**config.mk**
```make
export PLATFORM = sky130hd
export DESIGN_NAME = timer_a_periph
export DESIGN_NICKNAME = d
export VERILOG_FILES = /design/src/rtl/timer_a_periph.sv
export SDC_FILE = /design/constraint.sdc
export NUM_CORES = 1
export LEC_CHECK = 0
export ABC_CLOCK_PERIOD_IN_PS = 4950
export CORE_MARGIN = 2
export CORE_UTILIZATION = 50
export CTS_BUF_LIST = sky130_fd_sc_hd__clkbuf_8 sky130_fd_sc_hd__clkbuf_16
export CTS_CLUSTER_SIZE = 25
export DETAILED_ROUTE_END_ITERATION = 12
export PLACE_DENSITY = 0.7
export SLEW_MARGIN = 25
export SYNTH_ARGS = -nofsm -noshare
export SYNTH_HDL_FRONTEND = slang
export SYNTH_SLANG_ARGS = --single-unit
```
**constraint.sdc**
```tcl
create_clock -name clk -period 4.95 [get_ports clk]
set_input_delay 1.2375 -clock clk [delete_from_list [all_inputs] [get_ports clk]]
set_output_delay 1.2375 -clock clk [all_outputs]
set_load 0.02 [all_outputs]
```
**src/rtl/timer_a_periph.sv**
```systemverilog
// Timer_A style peripheral: control/status registers on the CPU bus, a 16-bit
// counter with a 1/2/4/8 prescaler, stop/up/continuous/up-down modes, one
// compare register (CCR0) and a level interrupt request.
module timer_a_periph #(
  parameter logic [15:0] TA_BASE = 16'h0160
) (
  input  logic        clk,
  input  logic        rst,
  input  logic [15:0] MAB_in,
  input  logic [15:0] MDB_in,
  input  logic        MW,
  input  logic        BW,
  output logic        TA_sel,
  output logic [15:0] TA_rdata,
  output logic        irq,
  input  logic        irq_ack
);

  typedef enum logic [1:0] {
    MC_STOP = 2'b00,
    MC_UP   = 2'b01,
    MC_CONT = 2'b10,
    MC_UPDN = 2'b11
  } mc_e;

  localparam logic [15:0] ADDR_CTL  = TA_BASE;
  localparam logic [15:0] ADDR_CCTL = TA_BASE + 16'd2;
  localparam logic [15:0] ADDR_TAR  = TA_BASE + 16'd16;
  localparam logic [15:0] ADDR_CCR0 = TA_BASE + 16'd18;

  // Register state
  logic [1:0]  id_q, id_d;
  mc_e         mc_q, mc_d;
  logic        taie_q, taie_d;
  logic        taifg_q, taifg_d;
  logic        ccie_q, ccie_d;
  logic        ccifg_q, ccifg_d;
  logic [15:0] tar_q, tar_d;
  logic [15:0] taccr0_q, taccr0_d;
  logic [2:0]  presc_q, presc_d;
  logic        dir_down_q, dir_down_d;

  // Bus decode and readback
  logic [15:0] addr_w;
  logic        sel_ctl, sel_cctl, sel_tar, sel_ccr0;
  logic [15:0] ctl_rd, cctl_rd;
  logic        wr_ctl, wr_cctl, wr_tar, wr_ccr0;
  logic [15:0] ctl_wd, cctl_wd, tar_wd, ccr0_wd;

  // Counter engine
  logic [2:0]  presc_limit;
  logic        running, tick;
  logic [15:0] tar_inc, tar_dec;
  logic [15:0] cnt_nxt;
  logic        dir_nxt;
  logic        cc_hit, wrap_hit;
  logic        up_phase;
  logic        cc_set, tai_set;

  // Merge CPU write data into an existing register image (word or byte lane).
  function automatic logic [15:0] merge_wr(input logic [15:0] old_val,
                                           input logic [15:0] wdata,
                                           input logic        byte_acc,
                                           input logic        hi_byte);
    if (!byte_acc)    merge_wr = wdata;
    else if (hi_byte) merge_wr = {wdata[7:0], old_val[7:0]};
    else              merge_wr = {old_val[15:8], wdata[7:0]};
  endfunction

  assign addr_w   = {MAB_in[15:1], 1'b0};
  assign sel_ctl  = (addr_w == ADDR_CTL);
  assign sel_cctl = (addr_w == ADDR_CCTL);
  assign sel_tar  = (addr_w == ADDR_TAR);
  assign sel_ccr0 = (addr_w == ADDR_CCR0);
  assign TA_sel   = sel_ctl | sel_cctl | sel_tar | sel_ccr0;

  // TACLR (bit 2) is an action bit, so it never reads back.
  assign ctl_rd  = {8'h00, id_q, mc_q, 2'b00, taie_q, taifg_q};
  assign cctl_rd = {11'd0, ccie_q, 3'd0, ccifg_q};

  assign wr_ctl  = MW & sel_ctl;
  assign wr_cctl = MW & sel_cctl;
  assign wr_tar  = MW & sel_tar;
  assign wr_ccr0 = MW & sel_ccr0;

  assign ctl_wd  = merge_wr(ctl_rd,   MDB_in, BW, MAB_in[0]);
  assign cctl_wd = merge_wr(cctl_rd,  MDB_in, BW, MAB_in[0]);
  assign tar_wd  = merge_wr(tar_q,    MDB_in, BW, MAB_in[0]);
  assign ccr0_wd = merge_wr(taccr0_q, MDB_in, BW, MAB_in[0]);

  // Register bits that have no storage behind them.
  logic unused_wd_bits;
  assign unused_wd_bits = ^{ctl_wd[15:8], ctl_wd[3], cctl_wd[15:5], cctl_wd[3:1]};

  // Combinational read mux; whole aligned word, zero when not addressed.
  always_comb begin
    TA_rdata = 16'h0000;
    if (sel_ctl)  TA_rdata = ctl_rd;
    if (sel_cctl) TA_rdata = cctl_rd;
    if (sel_tar)  TA_rdata = tar_q;
    if (sel_ccr0) TA_rdata = taccr0_q;
  end

  assign irq = (ccie_q & ccifg_q) | (taie_q & taifg_q);

  // Prescaler tick: counts 0..2^ID-1 while running; >= copes with ID shrinking mid-count.
  assign presc_limit = 3'((4'd1 << id_q) - 4'd1);
  assign running     = (mc_q != MC_STOP);
  assign tick        = running && (presc_q >= presc_limit);
  assign tar_inc     = tar_q + 16'd1;
  assign tar_dec     = tar_q - 16'd1;
  // Up/down: a counter parked at 0 always restarts upward.
  assign up_phase    = (tar_q == 16'h0000) || (!dir_down_q && (tar_q < taccr0_q));

  // Counter step for one tick in the current mode, plus the events it causes.
  always_comb begin
    // NOTE: every output gets a default first so no path leaves it unassigned (no latch).
    cnt_nxt  = tar_q;
    dir_nxt  = dir_down_q;
    cc_hit   = 1'b0;
    wrap_hit = 1'b0;
    if (tick) begin
      unique case (mc_q)
        MC_UP: begin
          if (taccr0_q == 16'h0000) begin
            cnt_nxt = 16'h0000;
          end else if (tar_q == taccr0_q) begin
            cnt_nxt  = 16'h0000;
            wrap_hit = 1'b1;
          end else begin
            cnt_nxt  = tar_inc;
            cc_hit   = (tar_inc == taccr0_q);
            wrap_hit = (tar_q == 16'hFFFF);
          end
        end
        MC_CONT: begin
          cnt_nxt  = tar_inc;
          cc_hit   = (tar_inc == taccr0_q);
          wrap_hit = (tar_q == 16'hFFFF);
        end
        MC_UPDN: begin
          if (taccr0_q == 16'h0000) begin
            cnt_nxt = 16'h0000;
            dir_nxt = 1'b0;
          end else if (up_phase) begin
            cnt_nxt = tar_inc;
            dir_nxt = 1'b0;
            if (tar_inc == taccr0_q) begin
              cc_hit  = 1'b1;
              dir_nxt = 1'b1;
            end
          end else begin
            cnt_nxt = tar_dec;
            dir_nxt = 1'b1;
            if (tar_dec == 16'h0000) begin
              wrap_hit = 1'b1;
              dir_nxt  = 1'b0;
            end
          end
        end
        default: ;
      endcase
    end
  end

  // Next-state: counter update, then ack, then CPU writes, then hardware flag sets win.
  always_comb begin
    id_d       = id_q;
    mc_d       = mc_q;
    taie_d     = taie_q;
    taifg_d    = taifg_q;
    ccie_d     = ccie_q;
    ccifg_d    = ccifg_q;
    taccr0_d   = taccr0_q;
    tar_d      = cnt_nxt;
    dir_down_d = dir_nxt;
    presc_d    = presc_q;
    cc_set     = cc_hit;
    tai_set    = wrap_hit;

    if (running) presc_d = tick ? 3'd0 : presc_q + 3'd1;

    if (irq_ack) ccifg_d = 1'b0;

    if (wr_ctl) begin
      id_d    = ctl_wd[7:6];
      mc_d    = mc_e'(ctl_wd[5:4]);
      taie_d  = ctl_wd[1];
      taifg_d = ctl_wd[0];
      if (ctl_wd[2]) begin
        tar_d      = 16'h0000;
        presc_d    = 3'd0;
        dir_down_d = 1'b0;
        cc_set     = 1'b0;
        tai_set    = 1'b0;
      end
    end

    // A CPU write to TAR replaces this cycle's count step and its events.
    if (wr_tar) begin
      tar_d      = tar_wd;
      dir_down_d = dir_down_q;
      cc_set     = 1'b0;
      tai_set    = 1'b0;
    end

    if (wr_cctl) begin
      ccie_d  = cctl_wd[4];
      ccifg_d = cctl_wd[0];
    end

    if (wr_ccr0) taccr0_d = ccr0_wd;

    if (cc_set)  ccifg_d = 1'b1;
    if (tai_set) taifg_d = 1'b1;
  end

  // State registers with synchronous reset.
  always_ff @(posedge clk) begin
    // NOTE: reset is sampled on the clock edge only; every state bit is cleared, nothing left X.
    if (rst) begin
      id_q       <= 2'b00;
      mc_q       <= MC_STOP;
      taie_q     <= 1'b0;
      taifg_q    <= 1'b0;
      ccie_q     <= 1'b0;
      ccifg_q    <= 1'b0;
      tar_q      <= 16'h0000;
      taccr0_q   <= 16'h0000;
      presc_q    <= 3'd0;
      dir_down_q <= 1'b0;
    end else begin
      // NOTE: non-blocking assignments so all flops update together from pre-edge values.
      id_q       <= id_d;
      mc_q       <= mc_d;
      taie_q     <= taie_d;
      taifg_q    <= taifg_d;
      ccie_q     <= ccie_d;
      ccifg_q    <= ccifg_d;
      tar_q      <= tar_d;
      taccr0_q   <= taccr0_d;
      presc_q    <= presc_d;
      dir_down_q <= dir_down_d;
    end
  end

endmodule
```
# [Word level (Yosys, flattened, before mapping)]
# Index checks and enable logic that the tools add are counted.
[op_classes] n_lt_le_gt_ge=2 addsub=4 n_eq_ne=16 n_reduce_logical=16 n_mux=55 bitwise=10 shift=1
[ops] op="$mux 16" n=13
[ops] op="$eq 15x8->1 const B" n=4
[ops] op="$logic_not 16->1" n=3
[ops] op="$pmux 16 s3" n=1
[ops] op="$eq 16x16->1" n=2
[ops] op="$mux 1" n=30
[ops] op="$mux 8" n=3
[ops] op="$add 16x1->16 const B" n=1
[ops] op="$eq 16x16->1 const B" n=1
[ops] op="$lt 16x16->1" n=1
[ops] op="$sub 16x1->16 const B" n=1
[ops] op="$mux 3" n=4
[ops] op="$reduce_and 2->1" n=6
[ops] op="$mux 5" n=2
[ops] op="$and 1x1->1" n=6
[ops] op="$ne 3x3->1 const B" n=2
[ops] op="$pmux 1 s3" n=2
[ops] op="$eq 2x2->1 const B" n=2
[ops] op="$ne 2x2->1 const B" n=2
[ops] op="$ne 4x3->1 const B" n=1
[ops] op="$or 1x1->1" n=4
[ops] op="$reduce_bool 2->1" n=2
[ops] op="$add 3x1->3 const B" n=1
[ops] op="$ge 3x3->1" n=1
[ops] op="8 further kinds" n=9
[word_totals] in_bits=37 out_inout_bits=18 ff_bits=44 word_cells=116

# [Logic depth before layout (Yosys ltp)]
[depth] ltp_word=12 depth_mapped=12 ltp_nobuf=10

# [Least setup slack after synthesis]
# OpenSTA, ideal clock, no wires.
[synth_path] path_type="in2out" from="input port MAB_in[1]" to="output port TA_rdata[10]" path_slack_ns=0.955 required_ns=3.713 stages=5 t_arrival_ns=2.757 n_path_buf=3 path_cell_list="clkbuf_1 -> buf_1 -> buf_1 -> mux2i_1 -> nor2_1"
[synth_via] elab_chain_cells=3 elab_cells_between_ends=4 cone_classes="2 x eq/ne; 2 x mux"
[synth_lines] item="from (decl)" line_no="9" text="input logic [15:0] MAB_in,"
[synth_lines] item="$eq 15x8->1" line_no="73" text="assign sel_tar = (addr_w == ADDR_TAR);"
[synth_lines] item="$mux 16" line_no="100" text="if (sel_tar) TA_rdata = tar_q;"
[synth_lines] item="$mux 16 *" line_no="101" text="if (sel_ccr0) TA_rdata = taccr0_q;"
[synth_lines] item="to (decl)" line_no="14" text="output logic [15:0] TA_rdata,"
# Every way passes the cells marked *; elsewhere a longest branch is shown, timed or not.

# [Worst setup path after layout]
[layout_path] from="input port MAB_in[6]" to="output port TA_rdata[11]"
# The elaborated chain is that of the path after synthesis.

==> metrics.md <==
| Metric | Value |
|---|---|
| Status | `completed` |
| CP startpoint kind | `input pin` |
| Pre-antenna DRT Iters | `5` |
| Post-synth EDFFs | `0` |
| Slew Viols, Final | `0` |
| Part of the power in registers | `0.514` |
| Comb pwr share | `0.118` |
| CTS Root Buffer Type | `clkbuf_8` |
| Total grt overflow | `0` |
| Die area | `9300 um2` |
| Dpl ws | `0.203 ns` |
| Hold buffers post-CTS | `0` |
| Post-synth top area cell | `dfxtp_1` |
| Top Usage Layer GRT | `met2` |
| GR Layer Usage met2 | `0.519` |
| Initial Util | `0.517` |
| Layout cells sized above 1 | `0.0559` |
| Detailed placement HPWL | `11,100 um` |
| Drt initial violations | `526` |
| Clock Tree Buf Depth | `2` |
| PwrDens | `between 100 and 150 nW/um2` |
| Initial antenna violation count | `0` |
| I/O Buffers | `54` |
| Layout fillers | `786` |
| Crit share post-route | `0.951` |
| Internal reg-to-reg setup slack | `1.27 ns` |
| FF/Latch Area | `881 um2` |
| Die W | `96.4 um` |
| Remaining antenna violation count | `0` |
| Crit. End Element | `primary output` |
| Worst EP required | `about 3.7 ns` |
| Fmax | `212 MHz` |
| Placed cell count | `723` |
| Crit path time final | `4.71 ns` |
| Min-Delay Path Class | `flip-flop to flip-flop` |
| Buf/Inv on CP | `3` |
| Maximum VDD drop | `0.0900 mV` |
| Routed WL | `about 15,000 um` |
| # clock sinks | `44` |
| Ports | `55` |
| Vias | `4,651` |
| Largest net degree at the start of global routing | `33` |
| Layout Nets | `roughly 690` |
| Setup repair bufs after CTS | `0` |
| Reg clk slew, reported paths | `0.09 ns` |
| First-pass GRT wire length | `22,700 um` |
| Final Hold Fails | `0` |
| Crit path top cell by count | `clkdlybuf4s50_1` |
| Syn Area/Cell | `7.17 um2` |
| Endpoints failing setup | `0` |
| Synth warn | `0` |
| Area share of the largest cell type after synthesis | `0.206` |
| Crit-path cells | `clkdlybuf4s50_1, nor4bb_1, nand4_1, inv_1, nand2_1, nor2_1, clkdlybuf4s50_1` |
| Sum Neg Setup Slack | `0 ns` |
| Syn nets | `657` |
| Slew @ Worst Pin | `0.899 ns` |
| Slowest CP cell | `clkdlybuf4s50_1` |
| Wire length per cell | `20.4 um` |
| Non-Filler Instances | `731` |
| CTS H-Tree Depth | `2` |
| Sequential fraction of the synthesis area | `0.206` |
| Area delta synth->final | `15.4%` |
| Vias/cell | `6.36` |
| Vias in the first global route | `4,231` |
| Core area | `8260 um2` |
| RSZ-0062 raised after global routing | `false` |
| Area of the multi-input gates | `between 3000 and 4000 um2` |
| Cell area after synthesis | `~4300 um2` |
| Met1 GRT Util | `0.431` |
| Dominant cells by area after synthesis | `dfxtp_1 (21%), ha_1 (7.0%), nor2_1 (6.9%)` |
| Synth Register Bits | `44` |
| CTS buffer count | `5` |
| RD Place Congestion | `1.06` |
| Netlist cell types | `65` |
| Slew HR | `0.394` |
| Max_cap viols | `0` |
| Cell count after synthesis | `596` |
| Die height | `96.4 um` |
| GR Util All Layers | `0.324` |
| CP Max Fanout | `11` |
| Switching share of power | `0.266` |
| CP delay by family, top | `buffers and inverters` |
| Synth async-reset ratio | `0` |
| Int Pwr | `around 500 uW` |
| Rows | `33` |
| Skew final | `between 0.009 and 0.01 ns` |
| Switching power | `183 uW` |
| Pleak | `0.00196 uW` |
| Post-synth top flop | `dfxtp_1` |
| Post-CTS Resized | `0` |
| Worst EP arrival | `around 3.5 ns` |
| Clock power frac | `0.368` |
| Slowest stage delay, CP | `between 0.6 and 0.7 ns` |
| Critical path class | `input pin to primary output` |
| CTS tree | `done` |
| DRC | `0` |
| Ant diodes | `0` |
| M3 GR Usage | `0.0590` |
| Final setup margin | `0.241 ns` |
| Clk_lat worst skew | `0.31 ns` |
==> worst register-to-register path, delay by kind of cell, from the launching register on <==
family | cells | cell delay, ns
fa+ha+maj | 1 | 0.30
simple gates | 4 | 1.24
compound gates | 4 | 1.33
flops | 1 | 0.62
buf+inv | 1 | 0.11
==> routing by layer <==
layer,up-vias,share of wire
li1,2203,-
met1,2164,0.43
met2,239,0.44
met3,45,0.091
met4,0,0.034
met5,-,0
==> path summary, 6_finish.rpt <==
path / endpoint / depth (start not counted) / startpoint
setup / recovery: TA_rdata[11] / 7 / MAB_in[6]
hold / removal: taie_q$_SDFFE_PP0P_ / 2 / taie_q$_SDFFE_PP0P_
setup reg to reg: tar_q[6]$_SDFFE_PP0P_ / 10 / taccr0_q[8]$_SDFFE_PP0P_
hold reg to reg: taie_q$_SDFFE_PP0P_ / 2 / taie_q$_SDFFE_PP0P_
==> layout by cell type (no fill, tap or decap), types with 8 or more instances in the layout <==
| cell | n |
|---|---|
| nor2_1 | 78 |
| a21oi_1 | 56 |
| clkdlybuf4s50_1 | 54 |
| dfxtp_1 | 44 |
| nand2_1 | 41 |
| nand3_1 | 33 |
| inv_1 | 33 |
| mux2i_1 | 29 |
| o21ai_0 | 25 |
| ha_1 | 24 |
| xnor2_1 | 23 |
| nor3_1 | 13 |
| o22ai_1 | 12 |
| nand4_1 | 11 |
| nor2b_1 | 10 |
| buf_4 | 10 |
| or4_1 | 8 |
| nor4_1 | 8 |
| xor2_1 | 8 |
==> synthesized netlist by cell type, drive strengths merged, types with 2 or more instances <==
master	instances
nor2	78
a21oi	56
dfxtp	44
nand2	44
nand3	33
inv	32
clkbuf	29
mux2i	29
o21ai	27
ha	24
xnor2	23
buf	13
nor3	13
o22ai	13
nand4	11
nor2b	10
nor4	10
or4	9
xor2	8
a211oi	6
and2	6
and3	6
o211ai	6
a21o	5
a31oi	5
or3	5
o21a	4
o221ai	4
or2	4
a2111oi	3
nand2b	3
nor3b	3
o31ai	3
a211o	2
a311oi	2
mux4	2
nand3b	2
o311ai	2
o32ai	2
==> power by group through the flow <==
stage               combinational, uW  sequential, uW  clock (uW)
finish                           81.3             354         253
global route                     86.1             354         266
CTS                              80.3             354         255
detailed placement               80.0             362           0
global placement                 79.1             362           0
floorplan                        32.6             362           0
==> flip-flops by register name, summed over array words and instances (netlist names) <==
name and flops:
taccr0_q 16, tar_q 16, presc_q 3, id_q 2, mc_q 2, ccie_q 1, ccifg_q 1, dir_down_q 1
taie_q 1, taifg_q 1
==> layout make-up <==
| class | instances | area share |
|---|---|---|
| clock buffer | 6 | 0.0167 |
| inverter | 32 | 0.0244 |
| tap | 105 | 0.0266 |
| multi-input combinational | 478 | 0.626 |
| sequential | 44 | 0.179 |
| clock inverter | 2 | 0.00228 |
| timing repair buffer | 64 | 0.125 |
==> cells by family (layout without fill, tap and decap cells) <==
kind of cell	count (synthesis)	count (layout)	synth area share
compound gates	150	150	0.225
buf+inv	74	104	0.0706
xor+xnor	31	31	0.0636
simple gates	242	242	0.286
mux	31	31	0.0785
flops	44	44	0.206
fa+ha+maj	24	24	0.0703
==> through the flow <==
stage,area (um2),total power [uW],hold WS (ns),utilization
after CTS,4930,689,0.495,0.597
after global routing,4930,705,0.518,0.597
after global placement,4840,441,0.468,0.586
final,4930,688,0.494,0.597
after floorplan,4270,395,0.449,-
after detailed placement,4840,442,0.483,0.586
Note: power is estimated with default switching activity, not from simulation.
